## config.mk

```make
export PLATFORM = sky130hd
export DESIGN_NAME = pipe_hazard_unit
export DESIGN_NICKNAME = d
export VERILOG_FILES = /design/src/rtl/pipe_hazard_unit.sv
export SDC_FILE = /design/constraint.sdc
export NUM_CORES = 1
export LEC_CHECK = 0
export CORE_MARGIN = 4
export CORE_UTILIZATION = 54
export CTS_BUF_LIST = sky130_fd_sc_hd__clkbuf_8
export CTS_CLUSTER_DIAMETER = 150
export CTS_CLUSTER_SIZE = 30
export DETAILED_ROUTE_END_ITERATION = 8
export PLACE_DENSITY_LB_ADDON = 0.15
export REMOVE_ABC_BUFFERS = 1
export SLEW_MARGIN = 10
export SYNTH_ARGS = -nofsm -noshare
export SYNTH_HDL_FRONTEND = slang
export SYNTH_SLANG_ARGS = --single-unit
```

## constraint.sdc

```tcl
create_clock -name clk -period 3.42 [get_ports clk]
set_clock_uncertainty 0.05 [all_clocks]
set_input_delay 0.684 -clock clk [delete_from_list [all_inputs] [get_ports clk]]
set_output_delay 0.684 -clock clk [all_outputs]
set_load 0.03 [all_outputs]
```

## src/rtl/pipe_hazard_unit.sv

```systemverilog
// Pipeline hazard unit for a classic 5-stage in-order core.
// Tracks the instructions in EX..WB in a small scoreboard and, from it and the
// instruction in ID, produces stall/flush controls and operand-forward selects.
//
// Ports
//   clk, reset            rising-edge clock, synchronous active-high reset
//   id_*                  decoded fields of the instruction currently in ID
//   br_taken              ID branch comparator result
//   mem_busy              data memory not ready; freezes the whole pipeline
//   stall                 hazard stall request
//   pc_write, if_id_write front-end write enables
//   if_flush              squash the instruction being fetched (jump / taken branch)
//   id_ex_flush           insert a bubble into EX
//   fwd_a, fwd_b          EX operand forward source (stage index, 0 = regfile)
//   fwd_id_a, fwd_id_b    ID branch comparator forward source (stage index, 0 = regfile)
//   stall_cnt             saturating count of stall/freeze cycles
module pipe_hazard_unit #(
  parameter int unsigned AW     = 5,
  parameter int unsigned NSTG   = 3,
  parameter int unsigned LD_LAT = 1,
  parameter int unsigned FW     = $clog2(NSTG + 1)
) (
  input  logic          clk,
  input  logic          reset,
  input  logic          id_valid,
  input  logic [AW-1:0] id_rs,
  input  logic [AW-1:0] id_rt,
  input  logic          id_uses_rs,
  input  logic          id_uses_rt,
  input  logic          id_wr,
  input  logic [AW-1:0] id_rd,
  input  logic          id_is_load,
  input  logic          id_is_branch,
  input  logic          br_taken,
  input  logic          id_jump,
  input  logic          mem_busy,
  output logic          stall,
  output logic          pc_write,
  output logic          if_id_write,
  output logic          if_flush,
  output logic          id_ex_flush,
  output logic [FW-1:0] fwd_a,
  output logic [FW-1:0] fwd_b,
  output logic [FW-1:0] fwd_id_a,
  output logic [FW-1:0] fwd_id_b,
  output logic [15:0]   stall_cnt
);

  localparam int unsigned          CNT_W   = 16;
  localparam logic [CNT_W-1:0]     CNT_MAX = '1;

  // One scoreboard slot: the decoded facts about an in-flight instruction.
  typedef struct packed {
    logic          valid;
    logic          wr;
    logic [AW-1:0] rd;
    logic          is_load;
    logic [AW-1:0] rs;
    logic [AW-1:0] rt;
    logic          uses_rs;
    logic          uses_rt;
  } entry_t;

  // e_q[1] = EX, e_q[2] = MEM, ..., e_q[NSTG] = WB
  entry_t            e_q [1:NSTG];
  entry_t            e_d [1:NSTG];
  logic              flushed_q;
  logic              flushed_d;
  logic [CNT_W-1:0]  stall_cnt_q;
  logic [CNT_W-1:0]  stall_cnt_d;

  logic              id_hit_c [1:NSTG];
  logic              hazard_c;
  logic              redirect_c;
  logic [FW-1:0]     fwd_a_c;
  logic [FW-1:0]     fwd_b_c;
  logic [FW-1:0]     fwd_id_a_c;
  logic [FW-1:0]     fwd_id_b_c;

  // A slot produces 'src' when it is live, writes, targets src, and src is not $0.
  function automatic logic src_match(entry_t e, logic [AW-1:0] src);
    return e.valid & e.wr & (e.rd == src) & (src != '0);
  endfunction

  // Youngest producer of 'src' among MEM..WB; 0 means read the register file.
  function automatic logic [FW-1:0] youngest_writer(logic [AW-1:0] src);
    logic [FW-1:0] sel;
    sel = '0;
    for (int k = int'(NSTG); k >= 2; k--) begin
      if (src_match(e_q[k], src)) sel = FW'(k);
    end
    return sel;
  endfunction

  // Per-stage: does that stage produce a source the ID instruction actually reads.
  always_comb begin
    for (int j = 1; j <= int'(NSTG); j++) begin
      id_hit_c[j] = (id_uses_rs & src_match(e_q[j], id_rs)) |
                    (id_uses_rt & src_match(e_q[j], id_rt));
    end
  end

  // Load-use and branch-operand hazards.
  always_comb begin
    hazard_c = 1'b0;
    for (int j = 1; j <= int'(NSTG); j++) begin
      // Load data is not forwardable until it has left stage LD_LAT.
      if (id_valid && id_hit_c[j] && e_q[j].is_load && (j <= int'(LD_LAT))) begin
        hazard_c = 1'b1;
      end
      // The ID comparator cannot take EX results, and load data one stage later still.
      if (id_is_branch && id_hit_c[j] &&
          ((j == 1) || (e_q[j].is_load && (j < int'(LD_LAT) + 2)))) begin
        hazard_c = 1'b1;
      end
    end
  end

  assign redirect_c = id_valid & (id_jump | (id_is_branch & br_taken)) & ~hazard_c & ~mem_busy;

  assign fwd_a_c    = youngest_writer(e_q[1].rs);
  assign fwd_b_c    = youngest_writer(e_q[1].rt);
  assign fwd_id_a_c = youngest_writer(id_rs);
  assign fwd_id_b_c = youngest_writer(id_rt);

  // Output controls; reset forces the pipeline into a free-running, no-forward state.
  always_comb begin
    stall       = 1'b0;
    pc_write    = 1'b1;
    if_id_write = 1'b1;
    if_flush    = 1'b0;
    id_ex_flush = 1'b0;
    fwd_a       = '0;
    fwd_b       = '0;
    fwd_id_a    = '0;
    fwd_id_b    = '0;
    if (!reset) begin
      stall       = hazard_c;
      pc_write    = ~(hazard_c | mem_busy);
      if_id_write = ~(hazard_c | mem_busy);
      if_flush    = redirect_c;
      id_ex_flush = hazard_c & ~mem_busy;
      fwd_a       = fwd_a_c;
      fwd_b       = fwd_b_c;
      fwd_id_a    = fwd_id_a_c;
      fwd_id_b    = fwd_id_b_c;
    end
  end

  // Scoreboard advance, flushed-slot tracking and stall counter.
  always_comb begin
    e_d         = e_q;
    flushed_d   = flushed_q;
    stall_cnt_d = stall_cnt_q;

    if ((hazard_c || mem_busy) && (stall_cnt_q != CNT_MAX)) begin
      stall_cnt_d = stall_cnt_q + CNT_W'(1);
    end

    if (!mem_busy) begin
      for (int k = int'(NSTG); k >= 2; k--) begin
        e_d[k] = e_q[k-1];
      end
      // Bubbles are all-zero so a bubble in EX never requests forwarding.
      if (hazard_c || !id_valid || flushed_q) begin
        e_d[1] = '0;
      end else begin
        e_d[1].valid   = 1'b1;
        e_d[1].wr      = id_wr;
        e_d[1].rd      = id_rd;
        e_d[1].is_load = id_is_load;
        e_d[1].rs      = id_rs;
        e_d[1].rt      = id_rt;
        e_d[1].uses_rs = id_uses_rs;
        e_d[1].uses_rt = id_uses_rt;
      end
      // While stalled IF/ID is held, so the flushed marking stays with the held slot.
      if (!hazard_c) flushed_d = redirect_c;
    end
  end

  always_ff @(posedge clk) begin
    if (reset) begin
      for (int k = 1; k <= int'(NSTG); k++) begin
        e_q[k] <= '0;
      end
      flushed_q   <= 1'b0;
      stall_cnt_q <= '0;
    end else begin
      e_q         <= e_d;
      flushed_q   <= flushed_d;
      stall_cnt_q <= stall_cnt_d;
    end
  end

  assign stall_cnt = stall_cnt_q;

endmodule

```

==> results.json <==
{
  "grt_usage_pct": 24.3,
  "synthDistinctLibCells": 47,
  "cts_made_buffers": 5,
  "fmax_mhz": 304,
  "p_leak_nw": 1.50,
  "clk_pin_slew_worst_paths_ps": 90,
  "viasPerCell": 5.58,
  "first_iter_violations": 214,
  "die_h_um": 81.7,
  "drtAntennaViolNets": 0,
  "cts_max_level": 2,
  "post_cts_buffers": 0,
  "coreArea_um2": 5170,
  "syn-instance-count": 340,
  "cts_root_buf": "clkbuf_8",
  "synth_top_area_share_pct": 34.1,
  "drcViolationCount": 0,
  "synth_ff_type": "dfxtp_1",
  "nets": 420,
  "die_area_um2": 6680,
  "cp.arrival_ps": 2560,
  "outcome": "finished clean",
  "area_growth_pct": 25.7,
  "avgSynthCellArea_um2": 8.63,
  "slowest_stage": "or4_4",
  "worstSkewPairLatency_ps": 310,
  "synth_largest_area_cell": "dfxtp_1",
  "cp_cell_sequence": "dlygate4sd2_1 -> or4_4 -> o21ai_4 -> nor4_1 -> buf_4 -> o2111ai_4 -> nand2_2 -> nor3b_2 -> buf_4",
  "min_period_over_period_pct": 96.3,
  "rsz0062_at_grt": "false",
  "crit_fanout": 3,
  "setup_viol": 0,
  "synth.area.top_cells": "dfxtp_1, xnor2_1, xor2_1",
  "slew_viol_final": 0,
  "antenna_found_initial": 0,
  "num_rows": 26,
  "drive_above_1_share_pct": 15.2,
  "stdcell_count": 464,
  "maxCapViolCount": 0,
  "cp.required_ps": 2690,
  "crit_buf_inv": 3,
  "cpMostUsedCell": "buf_4",
  "async_reset_ff_share_pct": 0,
  "grt_pass1_vias": 2586,
  "final_hold_viol_count": 0,
  "numPortBuffers": 54,
  "wl_per_cell_um": 16.3,
  "critPathCaptureType": "output pin",
  "overflow": 0,
  "worst_pin_slew_ps": 945,
  "initial_core_util_pct": 56.7,
  "gp_congestion": 0.911,
  "fillers": 436,
  "synth_edf_count": 0,
  "routed_wl_um": 7570,
  "cp_top_family": "simple AND/OR/NAND/NOR gates",
  "crit_type": "in2out",
  "max_slew_margin_pct": 36.4,
  "ys_seq_area_share_pct": 34.1,
  "clkSinkCount": 50,
  "grt_max_degree": 34,
  "ios": 55,
  "die_x_um": 81.7,
  "total_power_mw": 1.22,
  "drt-pass1-iter-count": 5,
  "antenna_cells": 0,
  "dp_hpwl_um": 5510,
  "finalCriticalPeriod_ps": 3290,
  "place_inst": 456,
  "vias": 2591,
  "critPathMaxStageDelay_ps": 560,
  "syn_area_um2": 2940,
  "cts_tree": "yes",
  "clockBufferDepth": 2,
  "start_kind": "input pin",
  "grt_pass1_wl_um": 12500,
  "vdd_ir_drop_max_uv": 201,
  "ys_seq_elements": 50,
  "worstHoldPathType": "reg2reg",
  "yosysWarningCount": 0,
  "power_density_nw_per_um2": 330
}
flip-flops by register name (all words and copies together) (netlist names):
| signal | count |
|---|---|
| e_q | 33 |
| stall_cnt | 16 |
| flushed_q | 1 |
report_power, final:
group / internal (mW) / total (mW) / switching, mW / leakage [nW]
logic: 0.0891 / 0.183 / 0.0942 / 1.04
registers: 0.596 / 0.618 / 0.0217 / 0.405
clock network: 0.216 / 0.416 / 0.200 / 0.0579
total: 0.901 / 1.22 / 0.316 / 1.50
cell usage in the layout, fill, tap and decap left out, types with 13 or more instances in the layout:
master and instances:
xor2_1 25, dfxtp_1 50, a21oi_1 15, xnor2_1 27, clkdlybuf4s50_1 37, mux2i_1 17, a22oi_1 17, nor2_1 52
buf_4 33, nand2_1 13
layer usage:
metal	GRT usage (%)	vias to the layer above	part of all wire, %	wire length (um)
met3	4.93	17	5.6	422
met5	0	-	0	0
li1	-	1279	-	-
met2	40.9	83	50	3770
met4	12.0	0	2.8	212
met1	29.4	1212	42	3160
timing repair:
action,in CTS,in global routing
setup endpoints to repair,3,7
hold buffers,0,0
resized for setup,8,5
hold endpoints to repair,0,0
pin swaps,1,1
cell type report:
cell class                      count  area, um2  area share, %
Tap cell                           70       87.6           2.37
Multi-Input combinational cell    255       1780           48.4
Clock inverter                      3       40.0           1.09
Clock buffer                        5       68.8           1.87
Timing Repair Buffer               78        696           18.9
Sequential cell                    50       1000           27.1
Inverter                            3       11.3          0.305
cells in the mapped netlist (3+ instances only):
master	number
a22oi_1	17
nand3_1	12
xnor2_1	27
clkbuf_1	17
buf_2	8
dfxtp_1	50
nor3_1	6
mux2i_1	17
and3_1	4
nor2b_1	5
nor2_1	52
buf_6	5
a31o_2	3
nor4_1	10
a21oi_1	15
mux2_1	4
inv_1	3
nand2_1	14
xor2_1	25
nor3b_1	5
nand4_1	10
final timing paths:
path,from,to,slack (ps),cells past startpoint
worst max-delay path,id_rt[0],if_flush,130,9
worst max register to register,stall_cnt[0]$_SDFFE_PP0P_,stall_cnt[10]$_SDFFE_PP0P_,910,7
worst min register to register,flushed_q$_SDFFE_PP0P_,flushed_q$_SDFFE_PP0P_,420,2
worst min-delay path,flushed_q$_SDFFE_PP0P_,flushed_q$_SDFFE_PP0P_,420,2
worst register-to-register path, cell delays in order, from the launching register on:
cell	delay, ps
dfxtp_1	430
ha_1	220
and3_1	210
nand3_1	170
nor4_1	730
a211oi_2	140
nand3_1	140
mux2_1	320
logic make-up (layout without fill, tap and decap cells):
| group | count (synthesis) | in the layout | share of synthesized area [%] |
|---|---|---|---|
| compound gates | 49 | 49 | 13.5 |
| xor+xnor | 52 | 52 | 15.5 |
| fa+ha+maj | 1 | 1 | 0.426 |
| buf+inv | 35 | 89 | 6.35 |
| flops | 50 | 50 | 34.1 |
| mux | 21 | 21 | 7.33 |
| simple gates | 132 | 132 | 22.8 |
through the flow:
stage                     worst slack, ps  TNS, ps  instance area (um2)  utilization (%)  hold slack [ps]
after CTS                            23.5        0                 3670             70.9              419
final                                 127        0                 3690             71.3              425
after detailed placement             -136    -1990                 3540             68.5              406
after floorplan                     -54.8    -54.8                 2760                -              380
after global routing                 6.24        0                 3690             71.3              459
after global placement              -64.8     -817                 3540             68.5              396
No activity file was read; power rests on OpenSTA's default activity.
